--- src/rtl/wave_gen_pkg.sv ---
// wave_gen_pkg
//   Shared encodings for the multi-mode waveform generator.
//   - MODE_*  : waveform select codes driven on wave_gen.mode
//   - dir_t   : triangle ramp direction (two-state machine, UP/DN)
package wave_gen_pkg;

    localparam logic [1:0] MODE_TRI    = 2'd0;
    localparam logic [1:0] MODE_SAW_UP = 2'd1;
    localparam logic [1:0] MODE_SQUARE = 2'd2;
    localparam logic [1:0] MODE_SAW_DN = 2'd3;

    typedef enum logic {
        DIR_UP = 1'b0,
        DIR_DN = 1'b1
    } dir_t;

endpackage

--- src/rtl/wave_tick_gen.sv ---
// wave_tick_gen
//   Prescaler: asserts o_tick once every (i_prescaler + 1) enabled cycles.
//   Ports:
//     i_clk       : clock, all logic on posedge
//     i_rst       : synchronous active-high reset, clears the counter
//     i_ena       : run enable; when low the counter is held at 0
//     i_restart   : synchronous phase restart; clears the counter, masks tick
//     i_prescaler : step period minus one (P)
//     o_tick      : combinational, high on the cycle whose edge is a step
module wave_tick_gen #(
    parameter int PRESC_W = 16
) (
    input  logic               i_clk,
    input  logic               i_rst,
    input  logic               i_ena,
    input  logic               i_restart,
    input  logic [PRESC_W-1:0] i_prescaler,
    output logic               o_tick
);

    localparam logic [PRESC_W-1:0] ONE = PRESC_W'(1);

    logic [PRESC_W-1:0] r_count;
    logic               w_at_limit;

    // ">=" rather than "==" so a prescaler lowered below the running count
    // still ticks on the next cycle instead of waiting for a full wrap.
    assign w_at_limit = (r_count >= i_prescaler);
    assign o_tick     = i_ena & ~i_restart & w_at_limit;

    always_ff @(posedge i_clk) begin
        if (i_rst || i_restart || !i_ena) begin
            r_count <= '0;
        end else if (w_at_limit) begin
            r_count <= '0;
        end else begin
            r_count <= r_count + ONE;
        end
    end

endmodule

--- src/rtl/wave_gen.sv ---
// wave_gen
//   Multi-mode waveform generator: triangle, saw-up, square, saw-down from 0
//   to a live amplitude A, stepping once per prescaler tick.
//   Optional macro WAVE_GEN_SYNC_EN adds input sync_in (phase restart).
//   Ports:
//     clk          : clock
//     rst          : synchronous active-high reset
//     ena          : run enable (phase held while low)
//     mode         : 0 triangle, 1 saw-up, 2 square, 3 saw-down
//     amplitude    : peak value A
//     prescaler    : step period minus one
//     sync_in      : (WAVE_GEN_SYNC_EN only) restart phase
//     data         : registered sample
//     period_start : one-cycle strobe at start of each period
//     o_dbg_dir    : current triangle direction state
//   Handshake: none; data/period_start update only on tick edges and
//   period_start is low on every other cycle.
module wave_gen
    import wave_gen_pkg::*;
#(
    parameter int DATA_W  = 16,
    parameter int PRESC_W = 16
) (
    input  logic               clk,
    input  logic               rst,
    input  logic               ena,
    input  logic [1:0]         mode,
    input  logic [DATA_W-1:0]  amplitude,
    input  logic [PRESC_W-1:0] prescaler,
`ifdef WAVE_GEN_SYNC_EN
    input  logic               sync_in,
`endif
    output logic [DATA_W-1:0]  data,
    output logic               period_start,
    output dir_t               o_dbg_dir
);

    localparam logic [DATA_W-1:0] ONE = DATA_W'(1);

    logic [DATA_W-1:0] r_data, w_data_nx;
    logic              r_ps, w_ps_nx;
    dir_t              r_dir, w_dir_nx;
    logic [DATA_W-1:0] r_cnt, w_cnt_nx;
    logic              r_level, w_level_nx;
    logic [1:0]        r_mode_q;
    logic              w_restart;
    logic              w_tick;

`ifdef WAVE_GEN_SYNC_EN
    assign w_restart = sync_in | (mode != r_mode_q);
`else
    assign w_restart = (mode != r_mode_q);
`endif

    wave_tick_gen #(.PRESC_W(PRESC_W)) u_tick (
        .i_clk       (clk),
        .i_rst       (rst),
        .i_ena       (ena),
        .i_restart   (w_restart),
        .i_prescaler (prescaler),
        .o_tick      (w_tick)
    );

    always_ff @(posedge clk) begin
        if (rst) begin
            r_data   <= '0;
            r_ps     <= 1'b0;
            r_dir    <= DIR_UP;
            r_cnt    <= '0;
            r_level  <= 1'b0;
            r_mode_q <= mode;
        end else begin
            r_data   <= w_data_nx;
            r_ps     <= w_ps_nx;
            r_dir    <= w_dir_nx;
            r_cnt    <= w_cnt_nx;
            r_level  <= w_level_nx;
            r_mode_q <= mode;
        end
    end

    always_comb begin
        w_data_nx  = r_data;
        w_ps_nx    = 1'b0;
        w_dir_nx   = r_dir;
        w_cnt_nx   = r_cnt;
        w_level_nx = r_level;
        if (w_restart) begin
            // Restart wins over a coincident tick and never strobes.
            w_data_nx  = '0;
            w_dir_nx   = DIR_UP;
            w_cnt_nx   = '0;
            w_level_nx = 1'b0;
        end else if (w_tick) begin
            case (r_mode_q)
                MODE_TRI: begin
                    if (amplitude == '0) begin
                        w_data_nx = '0;
                    end else if (r_data > amplitude) begin
                        // Amplitude lowered below the sample: clamp, descend.
                        w_data_nx = amplitude;
                        w_dir_nx  = DIR_DN;
                    end else if (r_dir == DIR_UP) begin
                        if (r_data == amplitude) begin
                            w_data_nx = amplitude - ONE;
                            w_dir_nx  = DIR_DN;
                        end else begin
                            w_data_nx = r_data + ONE;
                        end
                    end else if (r_data == '0) begin
                        w_data_nx = ONE;
                        w_dir_nx  = DIR_UP;
                        w_ps_nx   = 1'b1;
                    end else begin
                        w_data_nx = r_data - ONE;
                    end
                end
                MODE_SAW_UP: begin
                    if (r_data >= amplitude) begin
                        w_data_nx = '0;
                        w_ps_nx   = 1'b1;
                    end else begin
                        w_data_nx = r_data + ONE;
                    end
                end
                MODE_SQUARE: begin
                    if (r_cnt >= amplitude) begin
                        w_cnt_nx   = '0;
                        w_level_nx = ~r_level;
                    end else begin
                        w_cnt_nx = r_cnt + ONE;
                    end
                    w_data_nx = w_level_nx ? amplitude : '0;
                    w_ps_nx   = w_level_nx & ~r_level;
                end
                MODE_SAW_DN: begin
                    if (r_data == '0) begin
                        w_data_nx = amplitude;
                        w_ps_nx   = 1'b1;
                    end else if (r_data > amplitude) begin
                        w_data_nx = amplitude;
                    end else begin
                        w_data_nx = r_data - ONE;
                    end
                end
                default: ;
            endcase
        end
    end

    assign data         = r_data;
    assign period_start = r_ps;
    assign o_dbg_dir    = r_dir;

endmodule

--- config.mk ---
export PLATFORM = sky130hd
export DESIGN_NAME = wave_gen
export DESIGN_NICKNAME = d
export VERILOG_FILES = /design/src/rtl/wave_gen_pkg.sv /design/src/rtl/wave_tick_gen.sv /design/src/rtl/wave_gen.sv
export SDC_FILE = /design/constraint.sdc
export NUM_CORES = 1
export LEC_CHECK = 0
export ABC_AREA = 0
export BUFFER_PORTS_ARGS = -buffer_cell sky130_fd_sc_hd__buf_2
export CORE_ASPECT_RATIO = 1.4
export CORE_MARGIN = 2
export CORE_UTILIZATION = 36
export CTS_CLUSTER_DIAMETER = 80
export DETAILED_ROUTE_END_ITERATION = 16
export GPL_TIMING_DRIVEN = 0
export PLACE_DENSITY = 0.51
export SLEW_MARGIN = 15
export SYNTH_ARGS = -nofsm -noshare
export SYNTH_HDL_FRONTEND = slang
export SYNTH_HIERARCHICAL = 1
export SYNTH_SLANG_ARGS = --single-unit
--- constraint.sdc ---
create_clock -name clk -period 6.6 [get_ports clk]
set_input_delay 1.32 -clock clk [delete_from_list [all_inputs] [get_ports clk]]
set_output_delay 1.32 -clock clk [all_outputs]
set_load 0.01 [all_outputs]
==> flow_summary.yaml, run 1 <==
outcome:
  status: "completed"
worst_hold_path:
  hp-class: "reg2reg"
power_and_ir_drop:
  p_per_area_nw_per_um2: 118
  irDropWorstVdd_mv: 0.124
  p_leak_uw: 0.00264
placed_design:
  dp_cells: 970
  dpl_cell_area_um2: 6110
  portBuffers: 51
  routabilityCongestion: 0.951
  dp_hpwl_mm: 16.4
clock_tree:
  clk_pin_slew_ns: 0.08
  cts_resized: 0
  clk_path_buf_depth: 2
  htree_levels: 2
  cts_sinks: 53
  postCtsSetupRepairBufs: 0
  cts-root-buf: "clkbuf_16"
  cts_tree: "yes"
  cts_inserted_buffers: 5
  clk_latency_ns: 0.32
  hold_buffers: 0
floorplanning:
  row_count: 54
  die_w_um: 109
  start_util_pct: 36.4
  dieHeight_um: 152
  coreArea_um2: 15400
  design.die.area_um2: 16600
  ios: 55
setup_path:
  critPathMaxFanout: 10
  max_stage_delay_ns: 0.80
  endpoint_kind: "flip-flop"
  worstSetupPathDepth: 14
  critPathCapture: "data[14]"
  cp_slowest_cell: "nor3b_1"
  cp-start-kind: "input port"
  startpoint: "amplitude[1]"
  cp_top_family: "compound AO/OA/AOI/OAI gates"
  arrival_ns: 5.56
  timing.rr.end: "data[14]"
  r2r_start: "r_cnt[0]"
  rrSetupSlack_ns: 2.07
  reg2regPathDepth: 14
  crit_buf_inv: 4
  path_cells: "buf_2 > inv_1 > ha_1 > a21o_1 > a21o_1 > a21oi_1 > o21ai_0 > a41o_1 > clkbuf_1 > ha_1 > nor3b_1 > clkbuf_1 > a21oi_1 > a41oi_1"
  path_class: "in2reg"
  required_ns: 6.78
yosys:
  ys_types: 87
  synth_warnings: 6
  yosysSeqAreaShare_pct: 18.9
  syn_nets: 816
  async_flop_share_pct: 0
  synthesis.area_um2: 5610
  synth-edff-count: 0
  synth_ff_type: "dfxtp_1"
  synth_seq_cells: 53
  syn_area_per_cell_um2: 7.75
  syn_inst: 723
global_routing:
  grt_max_degree: 19
  first_global_vias: 6029
  grt_pass1_wl_mm: 32.4
  grt_antenna_before_repair: 0
  grt_overflow: 0
  grt.total_usage_pct: 25.9
sta:
  finalClockSkew_ns: 0.0213
  tightest_slew_ns: 0.986
  finalSetupViolCount: 0
  fmax_mhz: 186
  hold_violations: 0
  drv_slew: 0
  rsz0062_at_grt: "no"
  finalSetupTns_ns: 0
  finalCriticalPeriod_ns: 5.38
  slew_headroom_pct: 34.1
  post-route-period-util_pct: 81.4
  whs_ns: 0.487
layout:
  multi_input_area_um2: 4080
  antennaDiodeCount: 0
  final_util_pct: 40.8
  nets: 874
  fin_cells: 978
  area_growth_pct: 12.0
  n_fill_cell: 1626
  drive_above_1_share_pct: 16.0
  final-seq-area_um2: 1060
  design_area_um2: 6280
detailed_routing:
  wl_per_cell_um: 21.2
  firstDrtPassIters: 5
  via_per_inst: 5.90
  vias: 5773
  drcViolationCount: 0
  antenna_violating_nets_post_route: 0
  drt_iter0_markers: 336
  wirelength_mm: 20.7
run:
  maxCapViolCount: 0
how the worst min path moves through the flow:
stage / slack (ns) / startpoint / end / cells past startpoint
3_5_place_dp: 0.47 / u_tick/r_count[0] / u_tick/r_count[0] / 1
2_1_floorplan: 0.44 / u_tick/r_count[0] / u_tick/r_count[0] / 1
4_1_cts: 0.49 / u_tick/r_count[0] / u_tick/r_count[0] / 1
5_1_grt: 0.52 / u_tick/r_count[0] / u_tick/r_count[0] / 1
3_3_place_gp: 0.46 / u_tick/r_count[0] / u_tick/r_count[0] / 1
6_report: 0.49 / u_tick/r_count[0] / u_tick/r_count[0] / 1
state kept, by name, indices dropped and copies added (netlist names):
register	count
data	16
r_cnt	16
u_tick/r_count	16
r_mode_q	2
o_dbg_dir	1
period_start	1
r_level	1
cell type report:
| class | count | area share, % |
|---|---|---|
| multi-input cells | 577 | 65.0 |
| flip-flops and latches | 53 | 16.9 |
| plain buffers | 47 | 4.62 |
| repair buffers | 51 | 4.06 |
| well taps | 196 | 3.91 |
| inverters | 46 | 2.75 |
| clock buffers | 5 | 1.99 |
| clock inverters | 3 | 0.757 |
routing by layer:
metal / up-vias / track usage, % / part of all wire, %
met1: 2714 / 27.1 / 36
met2: 226 / 47.8 / 52
li1: 2748 / - / -
met5: - / 0 / 0
met3: 85 / 3.29 / 5.4
met4: 0 / 16.5 / 6.1
cells in the mapped netlist (all sizes together) (3+ instances only):
cell type,n,area share [%]
a41oi,5,0.91
nor2,63,4.8
nor3,26,2.7
nand2,72,4.9
mux2i,3,0.54
xor2,21,3.3
o211a,3,0.54
a221oi,8,1.4
o221a,3,0.60
a21o,9,1.3
o21ai,39,3.7
clkbuf,23,1.6
nand4,23,3.1
nor4,7,1.8
o31ai,4,0.54
o32ai,3,0.47
and3,9,1.0
a31oi,8,0.89
ha,56,12
or2,3,0.33
a32oi,4,0.62
inv,46,3.1
a211oi,4,0.71
and2,6,0.71
nor2b,5,0.56
or4,3,0.40
nor3b,4,0.54
xnor2,41,6.4
o211ai,13,1.7
buf,24,3.6
or3,3,0.51
o221ai,7,1.2
o21a,3,0.40
nand3b,3,0.40
a311oi,4,0.74
nand3,27,2.5
a21oi,51,4.6
dfxtp,53,19
and4,6,0.94
a211o,3,0.47
nand2b,3,0.33
layout by cell type (no fill, tap or decap), drive strengths merged, types with 21 or more instances in the layout:
cell type,instances
dfxtp,53
nor2,63
buf,75
nand2,72
inv,48
xor2,21
clkbuf,28
nand4,23
nand3,27
nor3,26
xnor2,41
ha,56
o21ai,39
a21oi,51
power by group:
group	total (uW)	leakage [uW]	switching, uW	internal, uW
Clock	329	0.0000848	146	183
Sequential	321	0.000427	0.497	320
Combinational	92.5	0.00213	61.1	31.4
cell families after synthesis:
kind of cell	after synthesis	share of synthesized area, %
AOI/OAI and AO/OA	189	24.0
xor gates and xnor gates	62	9.69
adders and majority gates	56	12.5
buffers and inverters	93	8.26
DFF	53	18.9
muxes	3	0.536
and+or+nand+nor	267	26.1
metrics by stage:
| stage | power, uW | setup slack (ns) |
|---|---|---|
| finish | 743 | 1.22 |
| floorplan | 381 | 2.34 |
| global route | 764 | 0.978 |
| global placement | 418 | 0.887 |
| CTS | 745 | 1.27 |
| detailed placement | 420 | 0.979 |
No activity file was read; power rests on OpenSTA's default activity.
==> run 2, diff against run 1 <==
ABC_AREA = 1   (was 0)
clock period = 5.2 ns   (was 6.6 ns; I/O delays follow)
==> flow_summary.yaml, run 2 <==
outcome:
  status: "completed"
global_routing:
  grt_pass1_wl_mm: 34.9
  grt_overflow: 0
  grt_max_degree: 18
  first_global_vias: 6401
  grt.total_usage_pct: 25.9
  grt_antenna_before_repair: 0
layout:
  nets: 1154
  area_growth_pct: 11.4
  layout_commonest_cell: "nand2_1"
  drive_above_1_share_pct: 13.7
  multi_input_area_um2: 4390
  final-seq-area_um2: 1060
  n_fill_cell: 1880
  final_cell_mix: "272 x nand2_1, 135 x nor2_1, 111 x inv_1"
  antennaDiodeCount: 0
placed_design:
  routabilityCongestion: 0.949
  dp_hpwl_mm: 18.5
  portBuffers: 54
yosys:
  synthTopCellsByCount: "272 x nand2_1, 135 x nor2_1, 111 x inv_1, 107 x nand3_1, 56 x ha_1"
  synth_warnings: 6
  synth_ff_type: "dfxtp_1"
  synth_seq_cells: 53
  syn_inst: 1000
  synthMostInstantiatedCell: "nand2_1"
  synth_area_leaders: "dfxtp_1 17%, nand2_1 17%, ha_1 12%"
  synth_largest_area_cell: "dfxtp_1"
  syn_nets: 1093
  synth-edff-count: 0
  syn_area_per_cell_um2: 6.09
  synth_top_area_share_pct: 17.4
  synthesis.area_um2: 6090
  async_flop_share_pct: 0
  ys_types: 44
  yosysSeqAreaShare_pct: 17.4
sta:
  finalSetupViolCount: 0
  hold_violations: 0
  post-route-period-util_pct: 73.0
  rsz0062_at_grt: "no"
  finalCriticalPeriod_ns: 3.79
  tightest_slew_ns: 0.982
  finalClockSkew_ns: 0.0141
  fmax_mhz: 264
  finalSetupTns_ns: 0
  slew_headroom_pct: 34.6
  drv_slew: 0
  whs_ns: 0.477
setup_path:
  endpoint_kind: "flip-flop"
  required_ns: 5.46
  worstSetupPathDepth: 16
  critPathCapture: "data[10]"
  cp_top_family: "buffers and inverters"
  crit_buf_inv: 5
  path_class: "in2reg"
  path_cells: "buf_2 > inv_1 > ha_1 > nand2_1 > inv_1 > nand3_1 > inv_1 > a21oi_1 > nand3_1 > ha_1 > nor2_1 > clkbuf_1 > a21oi_1 > nand2_1 > nor2_1 > nor2_1"
  startpoint: "amplitude[14]"
  r2r_start: "u_tick/r_count[0]"
  cp-start-kind: "input port"
  cp_slowest_cell: "clkbuf_1"
  reg2regPathDepth: 21
  arrival_ns: 4.05
  critPathMaxFanout: 10
  rrSetupSlack_ns: 1.96
  max_stage_delay_ns: 0.56
  timing.rr.end: "r_cnt[11]"
detailed_routing:
  wl_per_cell_um: 17.9
  drcViolationCount: 0
  antenna_violating_nets_post_route: 0
  vias: 6570
  via_per_inst: 5.19
  wirelength_mm: 22.7
  firstDrtPassIters: 5
  drt_iter0_markers: 534
clock_tree:
  cts-root-buf: "clkbuf_16"
  cts_sinks: 53
  cts_tree: "yes"
  cts_inserted_buffers: 5
  clk_path_buf_depth: 2
  cts_resized: 0
  postCtsSetupRepairBufs: 0
  clk_latency_ns: 0.32
  htree_levels: 2
  hold_buffers: 0
  clk_pin_slew_ns: 0.08
power_and_ir_drop:
  p_clk_share_pct: 43.4
  seqPwrFrac_pct: 43.3
  power.switching_uw: 270
  p_int_uw: 674
  swShare_pct: 28.6
  irDropWorstVdd_mv: 0.115
  pwr-share-comb_pct: 13.3
  p_leak_uw: 0.00339
  p_per_area_nw_per_um2: 139
floorplanning:
  dieHeight_um: 158
  row_count: 56
  start_util_pct: 36.5
  die_w_um: 114
  design.die.area_um2: 18000
  ios: 55
  coreArea_um2: 16700
run:
  maxCapViolCount: 0
worst_hold_path:
  hp-class: "reg2reg"
## run 2: metrics by stage
stage          power [uW]  setup slack, ns  cell area [um2]  utilization (%)  instances
6_report              944             1.41             6780             40.7       1265
4_1_cts               956             1.46             6780             40.7       1265
3_5_place_dp          543             1.12             6610             39.7       1257
2_1_floorplan         489             2.05             6090                -       1000
3_3_place_gp          543             1.15             6610             39.7       1257
5_1_grt               985             1.21             6780             40.7       1265
## run 2: area by class of cell
cell class / instances / area share [%]
flip-flops and latches: 53 / 15.6
well taps: 203 / 3.74
multi-input cells: 799 / 64.7
clock buffers: 5 / 1.84
inverters: 118 / 6.60
repair buffers: 54 / 3.98
plain buffers: 30 / 2.84
clock inverters: 3 / 0.682
## run 2: worst min path at each step
stage	startpoint	end	slack, ns	cells after the start
6_report	u_tick/r_count[0]	u_tick/r_count[0]	0.48	1
5_1_grt	u_tick/r_count[0]	u_tick/r_count[0]	0.50	1
4_1_cts	u_tick/r_count[0]	u_tick/r_count[0]	0.49	1
3_5_place_dp	u_tick/r_count[0]	u_tick/r_count[0]	0.47	1
3_3_place_gp	u_tick/r_count[0]	u_tick/r_count[0]	0.46	1
2_1_floorplan	u_tick/r_count[0]	u_tick/r_count[0]	0.44	1
## run 2: cells by family (layout without fill, tap and decap cells)
kind of cell,count (synthesis),count (layout),synth area share [%]
AOI/OAI and AO/OA,91,91,8.04
xor gates and xnor gates,45,45,6.47
buffers and inverters,148,210,10.5
and+or+nand+nor,607,607,46.0
adders and majority gates,56,56,11.5
DFF,53,53,17.4
## run 2: per-layer routing
layer	track usage [%]	part of all wire [%]	vias to the layer above
li1	-	-	3329
met3	2.49	4.2	52
met5	0	0	-
met2	49.4	52	219
met1	28.6	39	2970
met4	12.2	4.4	0
## run 2: power by group through the flow
stage          clock network [uW]  registers, uW  logic (uW)
3_3_place_gp                    0            418         124
5_1_grt                       435            409         141
6_report                      410            409         125
4_1_cts                       422            409         125
2_1_floorplan                   0            418        71.4
3_5_place_dp                    0            418         125
## run 2: worst register-to-register path: stages (launching register included)
cell,delay (ns)
dfxtp_1,0.39
inv_1,0.06
ha_1,0.26
nand2_1,0.04
nor2_1,0.08
nor2_1,0.04
nand2_1,0.07
nand2_1,0.05
nand2_1,0.11
nand2_2,0.10
a21oi_1,0.77
nand2_4,0.16
nor2_4,0.14
nand2_2,0.07
inv_1,0.07
nand2_1,0.06
nor2_1,0.15
nand3_1,0.12
nor2_1,0.11
nand2_1,0.07
nor3_1,0.14
nor3_1,0.06
